==> src/rtl/hwag_pkg.sv <==
// Shared types and constants for the HWAG tooth-capture path and its crank-wheel emulator.
package hwag_pkg;

  localparam int unsigned CWE_TEETH_TOTAL   = 32'd60;
  localparam int unsigned CWE_TEETH_MISSING = 32'd2;
  localparam int unsigned CWE_MIN_PERIOD    = 32'd4;
  localparam int unsigned CWE_PER_WIDTH     = 32'd24;

  typedef enum logic [1:0] {
    IDLE = 2'd0,
    HIGH = 2'd1,
    LOW  = 2'd2,
    GAP  = 2'd3
  } cwe_state_t;

endpackage

==> src/rtl/cwe_phase_timer.sv <==
// Loadable down-counter with terminal-count flag; times the HIGH, LOW and GAP phases.
module cwe_phase_timer #(
  parameter int unsigned WIDTH = 32
) (
  input  logic             clk,
  input  logic             rst,
  input  logic             load,
  input  logic [WIDTH-1:0] load_val,
  output logic             tc
);

  localparam logic [WIDTH-1:0] ONE = {{(WIDTH-1){1'b0}}, 1'b1};

  logic [WIDTH-1:0] cnt_q;
  logic [WIDTH-1:0] cnt_d;

  // A load always wins; otherwise count down and park at zero
  always_comb begin
    cnt_d = cnt_q;
    if (load) begin
      cnt_d = load_val;
    end else if (cnt_q != {WIDTH{1'b0}}) begin
      cnt_d = cnt_q - ONE;
    end else begin
      cnt_d = cnt_q;
    end
  end

  // Counter register
  always_ff @(posedge clk or negedge rst) begin
    if (!rst) begin
      cnt_q <= {WIDTH{1'b0}};
    end else begin
      cnt_q <= cnt_d;
    end
  end

  assign tc = (cnt_q == {WIDTH{1'b0}});

endmodule

==> src/rtl/crank_wheel_emulator.sv <==
// Crank-wheel emulator: emits a TEETH_TOTAL-minus-TEETH_MISSING tooth pattern at a
// programmable period and reports tooth index, gap and once-per-revolution markers.
module crank_wheel_emulator
  import hwag_pkg::*;
#(
  parameter int unsigned PER_WIDTH     = CWE_PER_WIDTH,
  parameter int unsigned TEETH_TOTAL   = CWE_TEETH_TOTAL,
  parameter int unsigned TEETH_MISSING = CWE_TEETH_MISSING,
  parameter int unsigned MIN_PERIOD    = CWE_MIN_PERIOD,
  parameter logic        IDLE_LEVEL    = 1'b0
) (
  input  logic                 clk,
  input  logic                 rst,
  input  logic                 ena,
  input  logic [PER_WIDTH-1:0] period,
  input  logic                 period_wr,
  output logic                 tooth_out,
  output logic [7:0]           tooth_num,
  output logic                 gap,
  output logic                 rev_pulse,
  output logic                 running
);

  localparam int unsigned          TW      = PER_WIDTH + 32'd8;
  localparam logic [TW-1:0]        ONE_TW  = {{(TW-1){1'b0}}, 1'b1};
  localparam logic [TW-1:0]        MISS_TW = TW'(TEETH_MISSING);
  localparam logic [7:0]           LAST    = 8'(TEETH_TOTAL - TEETH_MISSING - 32'd1);
  localparam logic [PER_WIDTH-1:0] MIN_P   = PER_WIDTH'(MIN_PERIOD);

  cwe_state_t           state_q, state_d;
  logic [PER_WIDTH-1:0] shadow_q, shadow_d;
  logic [PER_WIDTH-1:0] active_q, active_d;
  logic [7:0]           tooth_num_q, tooth_num_d;
  logic                 tooth_out_q, tooth_out_d;
  logic                 gap_q, gap_d;
  logic                 rev_pulse_q, rev_pulse_d;
  logic                 running_q, running_d;

  logic                 tmr_load_s;
  logic [TW-1:0]        tmr_val_s;
  logic                 tmr_tc_s;
  logic [PER_WIDTH-1:0] sh_eff_s;
  logic                 stop_s;
  logic [TW-1:0]        hi_sh_load_s;
  logic [TW-1:0]        hi_eff_load_s;
  logic [TW-1:0]        lo_load_s;
  logic [TW-1:0]        gap_load_s;

  // A write landing on the boundary edge is the value copied at that boundary
  assign sh_eff_s      = period_wr ? period : shadow_q;
  assign stop_s        = (!ena) || (sh_eff_s < MIN_P);
  assign hi_sh_load_s  = {8'd0, (shadow_q >> 1'b1)} - ONE_TW;
  assign hi_eff_load_s = {8'd0, (sh_eff_s >> 1'b1)} - ONE_TW;
  assign lo_load_s     = {8'd0, (active_q - (active_q >> 1'b1))} - ONE_TW;
  assign gap_load_s    = (MISS_TW * {8'd0, active_q}) - ONE_TW;

  cwe_phase_timer #(
    .WIDTH (TW)
  ) u_timer (
    .clk      (clk),
    .rst      (rst),
    .load     (tmr_load_s),
    .load_val (tmr_val_s),
    .tc       (tmr_tc_s)
  );

  // Next-state, period copy, tooth index and phase-timer reload
  always_comb begin
    state_d     = state_q;
    shadow_d    = sh_eff_s;
    active_d    = active_q;
    tooth_num_d = tooth_num_q;
    rev_pulse_d = 1'b0;
    tmr_load_s  = 1'b0;
    tmr_val_s   = {TW{1'b0}};
    case (state_q)
      IDLE: begin
        if (ena && (shadow_q >= MIN_P)) begin
          state_d     = HIGH;
          active_d    = shadow_q;
          tooth_num_d = 8'd0;
          rev_pulse_d = 1'b1;
          tmr_load_s  = 1'b1;
          tmr_val_s   = hi_sh_load_s;
        end else begin
          state_d = IDLE;
        end
      end
      HIGH: begin
        if (tmr_tc_s) begin
          state_d    = LOW;
          tmr_load_s = 1'b1;
          tmr_val_s  = lo_load_s;
        end else begin
          state_d = HIGH;
        end
      end
      LOW: begin
        if (!tmr_tc_s) begin
          state_d = LOW;
        end else if (stop_s) begin
          state_d = IDLE;
        end else if (tooth_num_q == LAST) begin
          state_d    = GAP;
          tmr_load_s = 1'b1;
          tmr_val_s  = gap_load_s;
        end else begin
          state_d     = HIGH;
          active_d    = sh_eff_s;
          tooth_num_d = tooth_num_q + 8'd1;
          tmr_load_s  = 1'b1;
          tmr_val_s   = hi_eff_load_s;
        end
      end
      GAP: begin
        if (!tmr_tc_s) begin
          state_d = GAP;
        end else if (stop_s) begin
          state_d = IDLE;
        end else begin
          state_d     = HIGH;
          active_d    = sh_eff_s;
          tooth_num_d = 8'd0;
          rev_pulse_d = 1'b1;
          tmr_load_s  = 1'b1;
          tmr_val_s   = hi_eff_load_s;
        end
      end
      default: begin
        state_d = IDLE;
      end
    endcase
    tooth_out_d = (state_d == HIGH) ? ~IDLE_LEVEL : IDLE_LEVEL;
    gap_d       = (state_d == GAP);
    running_d   = (state_d != IDLE);
  end

  // FSM state, period registers and registered outputs
  always_ff @(posedge clk or negedge rst) begin
    if (!rst) begin
      state_q     <= IDLE;
      shadow_q    <= {PER_WIDTH{1'b0}};
      active_q    <= {PER_WIDTH{1'b0}};
      tooth_num_q <= 8'd0;
      tooth_out_q <= IDLE_LEVEL;
      gap_q       <= 1'b0;
      rev_pulse_q <= 1'b0;
      running_q   <= 1'b0;
    end else begin
      state_q     <= state_d;
      shadow_q    <= shadow_d;
      active_q    <= active_d;
      tooth_num_q <= tooth_num_d;
      tooth_out_q <= tooth_out_d;
      gap_q       <= gap_d;
      rev_pulse_q <= rev_pulse_d;
      running_q   <= running_d;
    end
  end

  assign tooth_out = tooth_out_q;
  assign tooth_num = tooth_num_q;
  assign gap       = gap_q;
  assign rev_pulse = rev_pulse_q;
  assign running   = running_q;

endmodule
==> config.mk <==
export PLATFORM = sky130hd
export DESIGN_NAME = crank_wheel_emulator
export DESIGN_NICKNAME = d
export VERILOG_FILES = /design/src/rtl/hwag_pkg.sv /design/src/rtl/cwe_phase_timer.sv /design/src/rtl/crank_wheel_emulator.sv
export SDC_FILE = /design/constraint.sdc
export NUM_CORES = 1
export LEC_CHECK = 0
export ABC_CLOCK_PERIOD_IN_PS = 6270
export BUFFER_PORTS_ARGS = -buffer_cell sky130_fd_sc_hd__buf_2
export CORE_ASPECT_RATIO = 1.5
export CORE_MARGIN = 4
export CORE_UTILIZATION = 55
export CTS_CLUSTER_DIAMETER = 150
export CTS_CLUSTER_SIZE = 8
export DETAILED_ROUTE_END_ITERATION = 12
export GPL_ROUTABILITY_DRIVEN = 1
export GPL_TIMING_DRIVEN = 0
export PLACE_DENSITY = 0.76
export SETUP_SLACK_MARGIN = 0.05
export SLEW_MARGIN = 20
export SYNTH_ARGS = -nofsm -noshare
export SYNTH_HDL_FRONTEND = slang
export SYNTH_SLANG_ARGS = --single-unit
==> constraint.sdc <==
create_clock -name clk -period 6.27 [get_ports clk]
set_clock_uncertainty 0.15 [all_clocks]
set_input_delay 0.3135 -clock clk [delete_from_list [all_inputs] [get_ports clk]]
set_output_delay 0.3135 -clock clk [all_outputs]
set_load 0.01 [all_outputs]
# ---- Yosys cells after proc, flatten, opt, wreduce, memory -nomap -nowiden
# Cells that the tools add are included.
dict set report classes {
  magnitude_cmp 2
  n_reduce_logical 11
  eq_ne 12
  mux 40
  addsub 7
}
# op count
set ops {}
lappend ops {{32-bit two-way mux} 9}
lappend ops {{24-bit two-way mux} 7}
lappend ops {{32-bit one-hot mux with 4 select lines} 1}
lappend ops {{24-bit one-hot mux with 3 select lines} 1}
lappend ops {{8-bit two-way mux} 6}
lappend ops {{23-bit by 1-bit subtractor with 24-bit output, second input constant} 2}
lappend ops {{32-bit logical NOT} 1}
lappend ops {{32-bit nonzero test} 1}
lappend ops {{32-bit by 1-bit subtractor with 32-bit output, second input constant} 1}
lappend ops {{25-bit by 1-bit subtractor with 26-bit output, second input constant} 1}
lappend ops {{24-bit by 1-bit subtractor with 25-bit output, second input constant} 1}
lappend ops {{24-bit by 3-bit >= comparator with 1-bit output, second input constant} 1}
lappend ops {{24-bit by 3-bit less-than comparator with 1-bit output, second input constant} 1}
lappend ops {{8-bit one-hot mux with 3 select lines} 1}
lappend ops {{24-bit by 23-bit subtractor with 24-bit output} 1}
lappend ops {{2-bit inequality test, second input constant} 6}
lappend ops {{2-bit two-way mux} 5}
lappend ops {{8-bit by 1-bit adder with 8-bit output, second input constant} 1}
lappend ops {{8-bit by 6-bit == test with 1-bit output, second input constant} 1}
lappend ops {{2-bit one-hot mux with 4 select lines} 1}
lappend ops {{1-bit two-way mux} 7}
lappend ops {{7-bit AND reduction} 1}
lappend ops {{2-bit == test, second input constant} 3}
lappend ops {{2-bit by 1-bit == test with 1-bit output, second input constant} 2}
lappend ops {{other kinds (9)} 10}
dict set report totals {
  regBits 94
  out_inout_bits 12
}

# ---- Depth between registers and ports, before layout
dict set report depth {
  ltp_word 8
  depth_mapped 15
  mapped_depth_nobuf 14
}

# ---- Cells and area by module
# A second synthesis with hierarchy kept.
dict set report hier_totals {
  cells_unflattened 1157
  area_unflattened_um2 9210.1
}
# mod area_per_inst_um2 cells_each n_inst seq_area_each_um2
set by_module_without_submodules {}
lappend by_module_without_submodules {crank_wheel_emulator 7297.0 949 1 1551.5}
lappend by_module_without_submodules {cwe_phase_timer 1913.1 208 1 800.8}

# ---- Worst setup path after synthesis
# No wires, ideal clock.
dict set report synth_timing {
  path_type {register to register}
  start {register active_q[0]}
  end {register u_timer.cnt_q[18]}
  n_path_buf 0
  required_ns 6.039
  setup_slack_ns 2.915
  arrival_ns 3.124
  stages_incl_launch_ff 15
  cell_sequence {dfrtp_1 -> inv_1 -> ha_1 -> inv_1 -> fa_1 -> nor2b_1 -> o211ai_1 -> nand2_1 -> a221oi_2 -> nand2_2 -> nor3_4 -> nand4_2 -> or4_1 -> and3_1 -> nor3_2}
}
dict set report synth_between {
  elab_chain_len 6
  word_cells_on_any_way 9
}
# element line_no
set synth_lines {}
lappend synth_lines {{start: declaration} crank_wheel_emulator.sv:32} ;# logic [PER_WIDTH-1:0] active_q, active_d;
lappend synth_lines {{start signal: assignment} crank_wheel_emulator.sv:143} ;# active_q <= {PER_WIDTH{1'b0}};
lappend synth_lines {{start signal: assignment} crank_wheel_emulator.sv:152} ;# active_q <= active_d;
lappend synth_lines {{parallel branches: the longest is 4 deep, another holds 24-bit by 1-bit subtractor with 25-bit output} --}
lappend synth_lines {{32-bit one-hot mux with 4 select lines *} crank_wheel_emulator.sv:76} ;# case (state_q)
lappend synth_lines {{32-bit two-way mux *} cwe_phase_timer.sv:20} ;# if (load) begin
lappend synth_lines {{end signal: assignment} cwe_phase_timer.sv:32} ;# cnt_q <= {WIDTH{1'b0}};
lappend synth_lines {{end signal: assignment} cwe_phase_timer.sv:34} ;# cnt_q <= cnt_d;
lappend synth_lines {{end: declaration} cwe_phase_timer.sv:14} ;# logic [WIDTH-1:0] cnt_q;
# Every way passes the cells marked *.
# A chain may end at the register's enable or synchronous reset.

# ---- Final worst setup path
dict set report layout_timing {
  start {register active_q[0]}
  end {register u_timer.cnt_q[23]}
}
# Same word-level chain as after synthesis.

==> impl_metrics.tcl <==
set metrics [dict create \
    hpwl_um 22800 \
    worst_ep_required_time_ns 6.36 \
    setup_viol 0 \
    worst_slew_pin_slew_ns 0.9237 \
    place_congestion 1.043 \
    max_freq_mhz 234.5 \
    dieArea_um2 18770 \
    drive_gt1_share_pct 12.05 \
    wire_per_inst_um 20.24 \
    mostFrequentLayoutCells "108 x nand2_1, 106 x nor2_1, 98 x a21oi_1" \
    tns_ns 0 \
    slew_viol_final 0 \
    ys.flop_type "dfrtp_1" \
    clock_sinks 94 \
    holdCritPathClass "in -> reg" \
    cts_buffer_depth 2 \
    post_cts_resized 0 \
    dr.pass1.iters 6 \
    nNetsFinal 1279 \
    critPathKind "reg -> reg" \
    grt_pass1_wl_um 44330 \
    crit_path_end_kind "flip-flop" \
    synthToLayoutAreaGrowth_pct 8.289 \
    grt-ovfl-total 0 \
    syn_inst 1140 \
    final_hold_viol_count 0 \
    ys_ff_latch 94 \
    track_usage_pct 29.69 \
    cp_slowest_stage_delay_ns 0.70 \
    die_h_um 165.8 \
    slew_headroom_pct 38.19 \
    yosysWarnings 0 \
    rsz0062_at_grt "no" \
    vias_per_cell 6.136 \
    synthesis.area_um2 9133 \
    antenna_found_initial 0 \
    post_cts_buffers 0 \
    n_antenna_cell 0 \
    cts_hold_buf 1 \
    cp_slowest_cell "nor4_1" \
    crit_buf_inv 2 \
    ctsRootBufferMaster "clkbuf_16" \
    arrival_ns 4.35 \
    path_clk_slew_ns 0.07 \
    path_delay_family "simple AND/OR/NAND/NOR gates" \
    fin_crit_ns 4.264 \
    crit_chain "inv_1, ha_1, inv_1, fa_1, nor2b_1, o211ai_1, a21oi_1, o41ai_2, nand2_1, xnor2_1, nand4b_1, nor4_1, o32a_1, nand2_1" \
    die_w_um 113.2 \
    ant_nets 0 \
    utilization_pct 60.82 \
    portBuffers 38 \
    num_rows 57 \
    synth.distinct_cells 94 \
    cp-start-kind "flip-flop" \
    worstPathMaxFanout 6 \
    cts_max_level 3 \
    synth_sequential_area_ratio_pct 25.76 \
    drc 0 \
    via_count 8597 \
    grt_pass1_vias 8540 \
    fill_cells 1505 \
    finalPower_uw 1325 \
    status "completed" \
    clk_latency_ns 0.35 \
    io_pins 40 \
    fin_crit_sh_pct 68.00 \
    routed_wl_um 28350 \
    drt_iter0_drc 751 \
    core_area_um2 16260 \
    ir_drop_mv 0.1261 \
    synth_edf_count 0 \
    max_cap_viol_count 0 \
    cts_tree "done" \
    synth_nets 1228 \
    async_reset_ff_share_pct 100.0 \
    grt_max_degree 65 \
    numCtsBuffers 9 \
    layout_commonest_cell "nand2_1" \
    p_leak_uw 0.004160 \
    cellPowerDensity_nw_per_um2 134.0 \
    syn_avg_cell_area_um2 8.011 \
    initial_utilization_pct 56.16 \
]
## routing by layer
layer  GRT usage [%]  up-vias  share of wire (%)
met4           14.80        0                4.9
met5               0        -                  0
li1                -     4124                  -
met2           52.53      293                 51
met1           35.80     4106                 40
met3           2.187       74                4.8
## synth_stat cells (30+ instances only)
| library cell | number | share of area (%) |
|---|---|---|
| nand2_1 | 108 | 4.4 |
| nor2_1 | 106 | 4.4 |
| a21oi_1 | 98 | 5.4 |
| dfrtp_1 | 94 | 26 |
| xnor2_1 | 85 | 8.2 |
| inv_1 | 81 | 3.3 |
| ha_1 | 59 | 8.1 |
| o21ai_0 | 57 | 3.1 |
| nor3_1 | 44 | 2.4 |
| xor2_1 | 39 | 3.7 |
| o22ai_1 | 31 | 2.1 |
| nand3_1 | 30 | 1.6 |
## final cells by class
cell class                      count  area [um^2]  share of cell area, %
Timing Repair Buffer               40        234.0                  2.366
Buffer                             46        251.5                  2.543
Sequential cell                    94         2352                  23.79
Clock inverter                      5        36.28                 0.3669
Inverter                           83        311.5                  3.150
Tap cell                          206        257.7                  2.606
Multi-Input combinational cell    917         6217                  62.87
Clock buffer                       10        229.0                  2.315
## logic make-up (layout without fill, tap and decap cells)
group,Yosys count,count (layout),synth area share [%]
adder cells (fa/ha/maj),60,60,8.303
XOR/XNOR,124,124,11.89
multiplexers,27,27,3.014
flip-flops,94,94,25.76
AO/OA/AOI/OAI,278,278,19.62
buffers and inverters,129,184,6.165
AND/OR/NAND/NOR,428,428,25.25
## stage by stage
stage	instances	worst slack, ns	hold slack [ns]	instance area, um^2
floorplan	1140	2.915	-0.1321	9133
global placement	1384	1.846	0.3625	9580
detailed placement	1385	1.830	0.06007	9614
CTS	1401	2.009	0.06412	9889
global route	1401	1.780	0.07875	9889
finish	1401	2.006	0.06381	9889
## sequential cells by signal (all words and copies together), names as in the netlist
name           flops
u_timer.cnt_q     32
active_q          24
shadow_q          24
tooth_num          8
state_q            2
gap                1
rev_pulse          1
running            1
tooth_out          1
## worst reg2reg max path, stage by stage (launching register included)
cell	delay [ns]
dfrtp_1	0.45
inv_1	0.12
ha_1	0.19
inv_1	0.06
fa_1	0.38
nor2b_1	0.17
o211ai_1	0.34
a21oi_1	0.20
o41ai_2	0.49
nand2_1	0.12
xnor2_1	0.17
nand4b_1	0.34
nor4_1	0.70
o32a_1	0.23
nand2_1	0.05
## report_power, final
part / total (uW) / leakage [uW] / switching [uW] / internal (uW)
sequential: 649 / 0.00119 / 25.9 / 623
clock: 510 / 0.000121 / 243 / 268
combinational: 166 / 0.00285 / 102 / 64.3
total: 1330 / 0.00416 / 371 / 955
## worst paths after layout
path                       slack (ns)                       endpoint                startpoint  cells past startpoint
max                              2.01  u_timer.cnt_q[23]$_DFFE_PN0P_   active_q[0]$_DFFE_PN0P_                     14
min                              0.06          shadow_q[0]$_DFF_PN0_                 period[0]                      2
max reg2reg                      2.01  u_timer.cnt_q[23]$_DFFE_PN0P_   active_q[0]$_DFFE_PN0P_                     14
min reg2reg                      0.38       active_q[15]$_DFFE_PN0P_  active_q[15]$_DFFE_PN0P_                      2
max in group asynchronous        5.06  u_timer.cnt_q[29]$_DFFE_PN0P_                       rst                      3
min in group asynchronous        0.24        active_q[0]$_DFFE_PN0P_                       rst                      2
Note: power is estimated with default switching activity, not from simulation.
